`config.mk`:
```
export PLATFORM = sky130hd
export DESIGN_NAME = glb_read_sequencer
export DESIGN_NICKNAME = d
export VERILOG_FILES = /design/src/rtl/glb_read_sequencer.sv
export SDC_FILE = /design/constraint.sdc
export NUM_CORES = 1
export LEC_CHECK = 0
export ABC_CLOCK_PERIOD_IN_PS = 6300
export BUFFER_PORTS_ARGS = -buffer_cell sky130_fd_sc_hd__buf_2
export CAP_MARGIN = 20
export CORE_MARGIN = 4
export CORE_UTILIZATION = 55
export DETAILED_ROUTE_END_ITERATION = 10
export PLACE_DENSITY = 0.86
export SLEW_MARGIN = 20
export SYNTH_ARGS = -nofsm -noshare
export SYNTH_HDL_FRONTEND = slang
export SYNTH_SLANG_ARGS = --single-unit
```
`constraint.sdc`:
```
create_clock -name bus_clk -period 6.3 [get_ports bus_clk]
set_input_delay 0.945 -clock bus_clk [delete_from_list [all_inputs] [get_ports bus_clk]]
set_output_delay 0.945 -clock bus_clk [all_outputs]
set_load 0.01 [all_outputs]
```
`src/rtl/glb_read_sequencer.sv`:
```
// Streams a contiguous global-buffer region out of read port B onto the X bus, tagging words 1..kernel_size.
// Optional stall counter is built when GLB_SEQ_PERF_EN is defined.
module glb_read_sequencer #(
  parameter int unsigned DATA_WIDTH = 16,
  parameter int unsigned ADDR_WIDTH = 16,
  parameter int unsigned NUM_COL    = 8
) (
  input  logic                       bus_clk,
  input  logic                       rst,
  input  logic                       cfg_start,
  input  logic [ADDR_WIDTH-1:0]      cfg_base_addr,
  input  logic [ADDR_WIDTH-1:0]      cfg_num_words,
  input  logic [7:0]                 cfg_kernel_size,
  input  logic                       glb_rst_busy,
  output logic [ADDR_WIDTH-1:0]      glb_addrb,
  output logic                       glb_enb,
  input  logic [DATA_WIDTH-1:0]      glb_doutb,
  output logic                       bus_valid,
  input  logic                       bus_ready,
  output logic [DATA_WIDTH-1:0]      bus_data,
  output logic [$clog2(NUM_COL):0]   bus_x_id,
  output logic                       busy,
  output logic                       done,
  output logic                       cfg_err,
  output logic [31:0]                perf_stall_cycles
);

  localparam int unsigned XW = $clog2(NUM_COL) + 1;
  localparam int unsigned AW = ADDR_WIDTH;
  localparam int unsigned DW = DATA_WIDTH;

  typedef enum logic [1:0] {S_IDLE, S_STREAM, S_DRAIN, S_DONE} state_t;

  state_t          state;
  logic [AW-1:0]   base_q;
  logic [AW-1:0]   num_q;
  logic [AW-1:0]   issued_q;
  logic [AW-1:0]   addr_q;
  logic [7:0]      ks_q;
  logic [XW-1:0]   tag_q;
  logic [XW-1:0]   tag_pipe_q;
  logic            inflight_q;
  logic [DW-1:0]   fifo_data [2];
  logic [XW-1:0]   fifo_tag  [2];
  logic            wr_ptr;
  logic            rd_ptr;
  logic [1:0]      count_q;

  logic            pop;
  logic [2:0]      occ;
  logic            credit;
  logic            issue;
  logic            cfg_bad;
  logic            accept;

  assign cfg_bad = (cfg_kernel_size == 8'd0) || (cfg_kernel_size > 8'(NUM_COL)) ||
                   (cfg_num_words == '0);
  assign accept  = (state == S_IDLE) && cfg_start && !glb_rst_busy && !cfg_bad;

  // Credit counts the word leaving this cycle so a steady stream runs at one word per cycle.
  assign pop    = bus_valid && bus_ready;
  assign occ    = 3'(count_q) + 3'(inflight_q) - 3'(pop);
  assign credit = (occ < 3'd2);
  assign issue  = (state == S_STREAM) && credit && !glb_rst_busy;

  assign glb_enb   = issue;
  assign glb_addrb = issue ? AW'(base_q + issued_q) : addr_q;

  assign bus_valid = (count_q != 2'd0);
  assign bus_data  = fifo_data[rd_ptr];
  assign bus_x_id  = fifo_tag[rd_ptr];
  assign busy      = (state != S_IDLE);
  assign done      = (state == S_DONE);

  always_ff @(posedge bus_clk) begin
    if (rst) begin
      state        <= S_IDLE;
      base_q       <= '0;
      num_q        <= '0;
      issued_q     <= '0;
      addr_q       <= '0;
      ks_q         <= '0;
      tag_q        <= '0;
      tag_pipe_q   <= '0;
      inflight_q   <= 1'b0;
      fifo_data[0] <= '0;
      fifo_data[1] <= '0;
      fifo_tag[0]  <= '0;
      fifo_tag[1]  <= '0;
      wr_ptr       <= 1'b0;
      rd_ptr       <= 1'b0;
      count_q      <= 2'd0;
      cfg_err      <= 1'b0;
    end else begin
      cfg_err    <= 1'b0;
      inflight_q <= issue;

      if (issue) begin
        addr_q     <= glb_addrb;
        issued_q   <= AW'(issued_q + AW'(1));
        tag_pipe_q <= tag_q;
        tag_q      <= (8'(tag_q) == ks_q) ? XW'(1) : XW'(tag_q + XW'(1));
      end

      // Read data lands one cycle after the enable, paired with its pipelined tag.
      if (inflight_q) begin
        fifo_data[wr_ptr] <= glb_doutb;
        fifo_tag[wr_ptr]  <= tag_pipe_q;
        wr_ptr            <= ~wr_ptr;
      end
      if (pop) begin
        rd_ptr <= ~rd_ptr;
      end
      count_q <= count_q + 2'(inflight_q) - 2'(pop);

      case (state)
        S_IDLE: begin
          if (cfg_start && !glb_rst_busy) begin
            if (cfg_bad) begin
              cfg_err <= 1'b1;
            end else begin
              base_q   <= cfg_base_addr;
              num_q    <= cfg_num_words;
              ks_q     <= cfg_kernel_size;
              issued_q <= '0;
              tag_q    <= XW'(1);
              state    <= S_STREAM;
            end
          end
        end
        S_STREAM: begin
          if (issue && (AW'(issued_q + AW'(1)) == num_q)) begin
            state <= S_DRAIN;
          end
        end
        S_DRAIN: begin
          if ((count_q == 2'd0) && !inflight_q) begin
            state <= S_DONE;
          end
        end
        S_DONE: begin
          state <= S_IDLE;
        end
        default: begin
          state <= S_IDLE;
        end
      endcase
    end
  end

`ifdef GLB_SEQ_PERF_EN
  // Saturating count of cycles a presented word is held off by the consumer.
  always_ff @(posedge bus_clk) begin
    if (rst) begin
      perf_stall_cycles <= 32'd0;
    end else if (accept) begin
      perf_stall_cycles <= 32'd0;
    end else if (bus_valid && !bus_ready && (perf_stall_cycles != 32'hFFFF_FFFF)) begin
      perf_stall_cycles <= perf_stall_cycles + 32'd1;
    end
  end
`else
  assign perf_stall_cycles = 32'd0;
`endif

endmodule

```
==> results.sh <==
export IMPL_fp_dieH_um=120
export IMPL_multi_input_area_um2=3520
export IMPL_drt_initial_drc_count=246
export IMPL_clkPwrFrac_pct=44.5
export IMPL_seqCellArea_um2=2980
export IMPL_synthFlopType="dfxtp_1"
export IMPL_fillers=988
export IMPL_synthToLayoutAreaGrowth_pct=14.1
export IMPL_synthTopCellsByCount="dfxtp_1 (89), nor2_1 (84), nand2_1 (48)"
export IMPL_hold_buffers=0
export IMPL_ys_types=63
export IMPL_slew_headroom_pct=39.5
export IMPL_ys_warn_count=0
export IMPL_cp_depth=11
export IMPL_crit_buf_inv=3
export IMPL_grt_pass1_vias=4805
export IMPL_cp_startpoint="bus_ready"
export IMPL_synth_area_leader_cell="dfxtp_1"
export IMPL_syn_area_per_cell_um2=9.80
export IMPL_ctsResizeCount=0
export IMPL_r2r_end="state[1]"
export IMPL_async_flop_share_pct=0
export IMPL_hold_viol=0
export IMPL_startpoint_type="input port"
export IMPL_power_uw=2160
export IMPL_track_usage_pct=20.2
export IMPL_worstPathRequired_ns=5.35
export IMPL_grt_setup_unrepaired="false"
export IMPL_dp_slack_ns=1.47
export IMPL_dieArea_um2=14500
export IMPL_path_class="in2out"
export IMPL_crit_chain="buf_2 > and2_1 > ha_1 > inv_1 > ha_1 > fa_1 > or4b_4 > or4_1 > mux2i_1 > nor2_1 > buf_2"
export IMPL_pwr_share_seq_pct=42.9
export IMPL_tritoncts="built"
export IMPL_via_per_inst=5.27
export IMPL_reg2reg_depth=14
export IMPL_ys_ff_latch=129
export IMPL_drt_first_pass_iters=5
export IMPL_design_area_um2=7910
export IMPL_postRouteWirelength_mm=14.3
export IMPL_portBuffers=101
export IMPL_clk_pin_slew_ns=0.06
export IMPL_finClkSkew_ns=0.00878
export IMPL_drc_errors=0
export IMPL_worst_pin_slew_ns=0.906
export IMPL_cts_buffers=17
export IMPL_synth_most_common_cell="dfxtp_1"
export IMPL_total_leakage_power_uw=0.00358
export IMPL_syn_cell_area_um2=6930
export IMPL_start_util_pct=57.0
export IMPL_yosys_top_cells_area="dfxtp_1 (26%), edfxtp_1 (17%), mux2i_1 (5.9%), nor2_1 (4.6%), xnor2_1 (4.4%)"
export IMPL_cp_end_kind="output port"
export IMPL_setup_ws_ns=1.46
export IMPL_tns_ns=0
export IMPL_sw_frac_of_total_pct=25.7
export IMPL_max_clock_path_buffers=2
export IMPL_place_congestion=0.871
export IMPL_hold_path_class="reg2reg"
export IMPL_path_delay_family="simple AND/OR/NAND/NOR gates"
export IMPL_grt_start_max_net_pins=75
export IMPL_timing_fmax_mhz=207
export IMPL_die_w_um=120
export IMPL_status="finished clean"
export IMPL_r2r_start="count_q[1]"
export IMPL_hpwl_mm=10.2
export IMPL_critPathArrivalTime_ns=3.89
export IMPL_htree_levels=4
export IMPL_cts_root_buf="clkbuf_16"
export IMPL_cp_max_fo=47
export IMPL_p_switching_uw=555
export IMPL_yosys_area_top_type_share_pct=25.7
export IMPL_cellPowerDensity_nw_per_um2=273
export IMPL_clock_latency_ns=0.42
export IMPL_period_share_pct=76.8
export IMPL_antenna_left=0
export IMPL_via_count=5148
export IMPL_fin_crit_ns=4.84
export IMPL_final_setup_viol_count=0
export IMPL_core_area_um2=12200
export IMPL_grt_pass1_wl_mm=23.1
export IMPL_postSynthCellCount=707
export IMPL_p_int_uw=1600
export IMPL_clock_sinks=129
export IMPL_grt_overflow=0
export IMPL_max_stage_delay_ns=0.80
export IMPL_wl_per_cell_um=14.6
export IMPL_synth_edf_count=40
export IMPL_slew_viol_final=0
export IMPL_ir_drop_mv=0.173
export IMPL_antenna_found_initial=0
export IMPL_diodes=0
export IMPL_ios=134
export IMPL_drive_gt1_share_pct=20.9
export IMPL_combinationalPowerShare_pct=12.7
export IMPL_maxCapViolCount=0
export IMPL_post_cts_setup_buffer_count=0
export IMPL_slowest_stage="or4b_4"
export IMPL_crit_end="glb_addrb[15]"
export IMPL_timing_reg2reg_setup_slack_ns=2.42
export IMPL_fin_nets=882
export IMPL_yosysSeqAreaShare_pct=43.1
export IMPL_rows=40
export IMPL_dpl_cell_area_um2=7320
[flip-flops by register name (all words and copies together), names as in the netlist, named ones only]
name / cells
base_q: 16
cfg_err: 1
inflight_q: 1
num_q: 16
tag_q: 4
rd_ptr: 1
state: 2
issued_q: 16
fifo_tag: 8
ks_q: 8
fifo_data: 32
addr_q: 16
wr_ptr: 1
tag_pipe_q: 4
count_q: 2
[metrics by stage]
| step | hold slack, ns | instances | utilization [%] |
|---|---|---|---|
| 2_1_floorplan | 0.408 | 738 | - |
| 3_3_place_gp | 0.416 | 945 | 60.2 |
| 3_5_place_dp | 0.419 | 945 | 60.2 |
| 4_1_cts | 0.428 | 977 | 65.0 |
| 5_1_grt | 0.437 | 977 | 65.0 |
| 6_report | 0.426 | 977 | 65.0 |
[final cells by class]
| class | count | share of cell area [%] |
|---|---|---|
| clock inverters | 14 | 1.95 |
| repair buffers | 105 | 6.77 |
| inverters | 18 | 0.871 |
| flip-flops and latches | 129 | 37.7 |
| well taps | 168 | 2.66 |
| clock buffers | 18 | 5.43 |
| multi-input cells | 525 | 44.6 |
[metal layers]
| layer | global-route usage [%] | wire, um | vias to the layer above |
|---|---|---|---|
| met5 | 0 | 0 | - |
| met4 | 7.51 | 244 | 0 |
| met3 | 5.94 | 978 | 26 |
| met2 | 31.4 | 6590 | 170 |
| met1 | 26.7 | 6500 | 2388 |
| li1 | - | - | 2564 |
[power by group through the flow]
stage	registers [uW]	clock network (uW)	logic (uW)
6_report	924	959	273
3_3_place_gp	940	0	266
4_1_cts	925	976	275
2_1_floorplan	916	0	218
3_5_place_dp	943	0	272
5_1_grt	930	1020	301
[worst register-to-register path: stages, from the launching register on]
cell,delay (ns)
dfxtp_1,0.32
inv_1,0.10
nand2_1,0.07
and2_1,0.18
ha_1,0.28
inv_1,0.04
ha_1,0.18
fa_1,0.46
or4b_4,0.80
clkinv_2,0.38
o2111ai_1,0.20
a2111oi_2,0.29
nand4_1,0.18
o21ai_2,0.13
mux2i_1,0.19
[kinds of logic after synthesis]
group           count (synthesis)  share of synthesized area [%]
simple gates                  265                           20.0
fa+ha+maj                      25                           4.73
xor+xnor                       52                           6.57
buf+inv                        84                           7.89
other cells                     1                         0.0541
flops                         129                           43.1
compound gates                 88                           8.24
mux                            63                           9.50
[cell usage in the layout (no fill, tap or decap), types with 4 or more instances in the layout]
cell type    n
a211oi_1     4
a21o_1       6
a21oi_1     23
a31oi_1      5
and2_1      42
buf_2      101
buf_4        4
clkbuf_16   17
conb_1      32
dfxtp_1     89
edfxtp_1    40
ha_1        23
inv_1       17
inv_6        5
mux2_2      22
mux2i_1     41
nand2_1     48
nand3_1     15
nand4_1      6
nor2_1      84
nor2b_1     18
nor3_1      10
nor3b_1      7
nor4_1      10
o21a_1       5
o21ai_0     18
o31ai_1      4
xnor2_1     35
xor2_1      17
[worst min path at each step]
stage                     startpoint      end  slack, ns  depth (start not counted)
after floorplan              ks_q[6]  ks_q[6]       0.41                          2
after global placement       ks_q[5]  ks_q[5]       0.42                          2
after detailed placement     ks_q[5]  ks_q[5]       0.42                          2
after CTS                    ks_q[5]  ks_q[5]       0.43                          2
after global routing         ks_q[4]  ks_q[4]       0.44                          2
final                        ks_q[4]  ks_q[4]       0.43                          2
No activity file was read; power rests on OpenSTA's default activity.
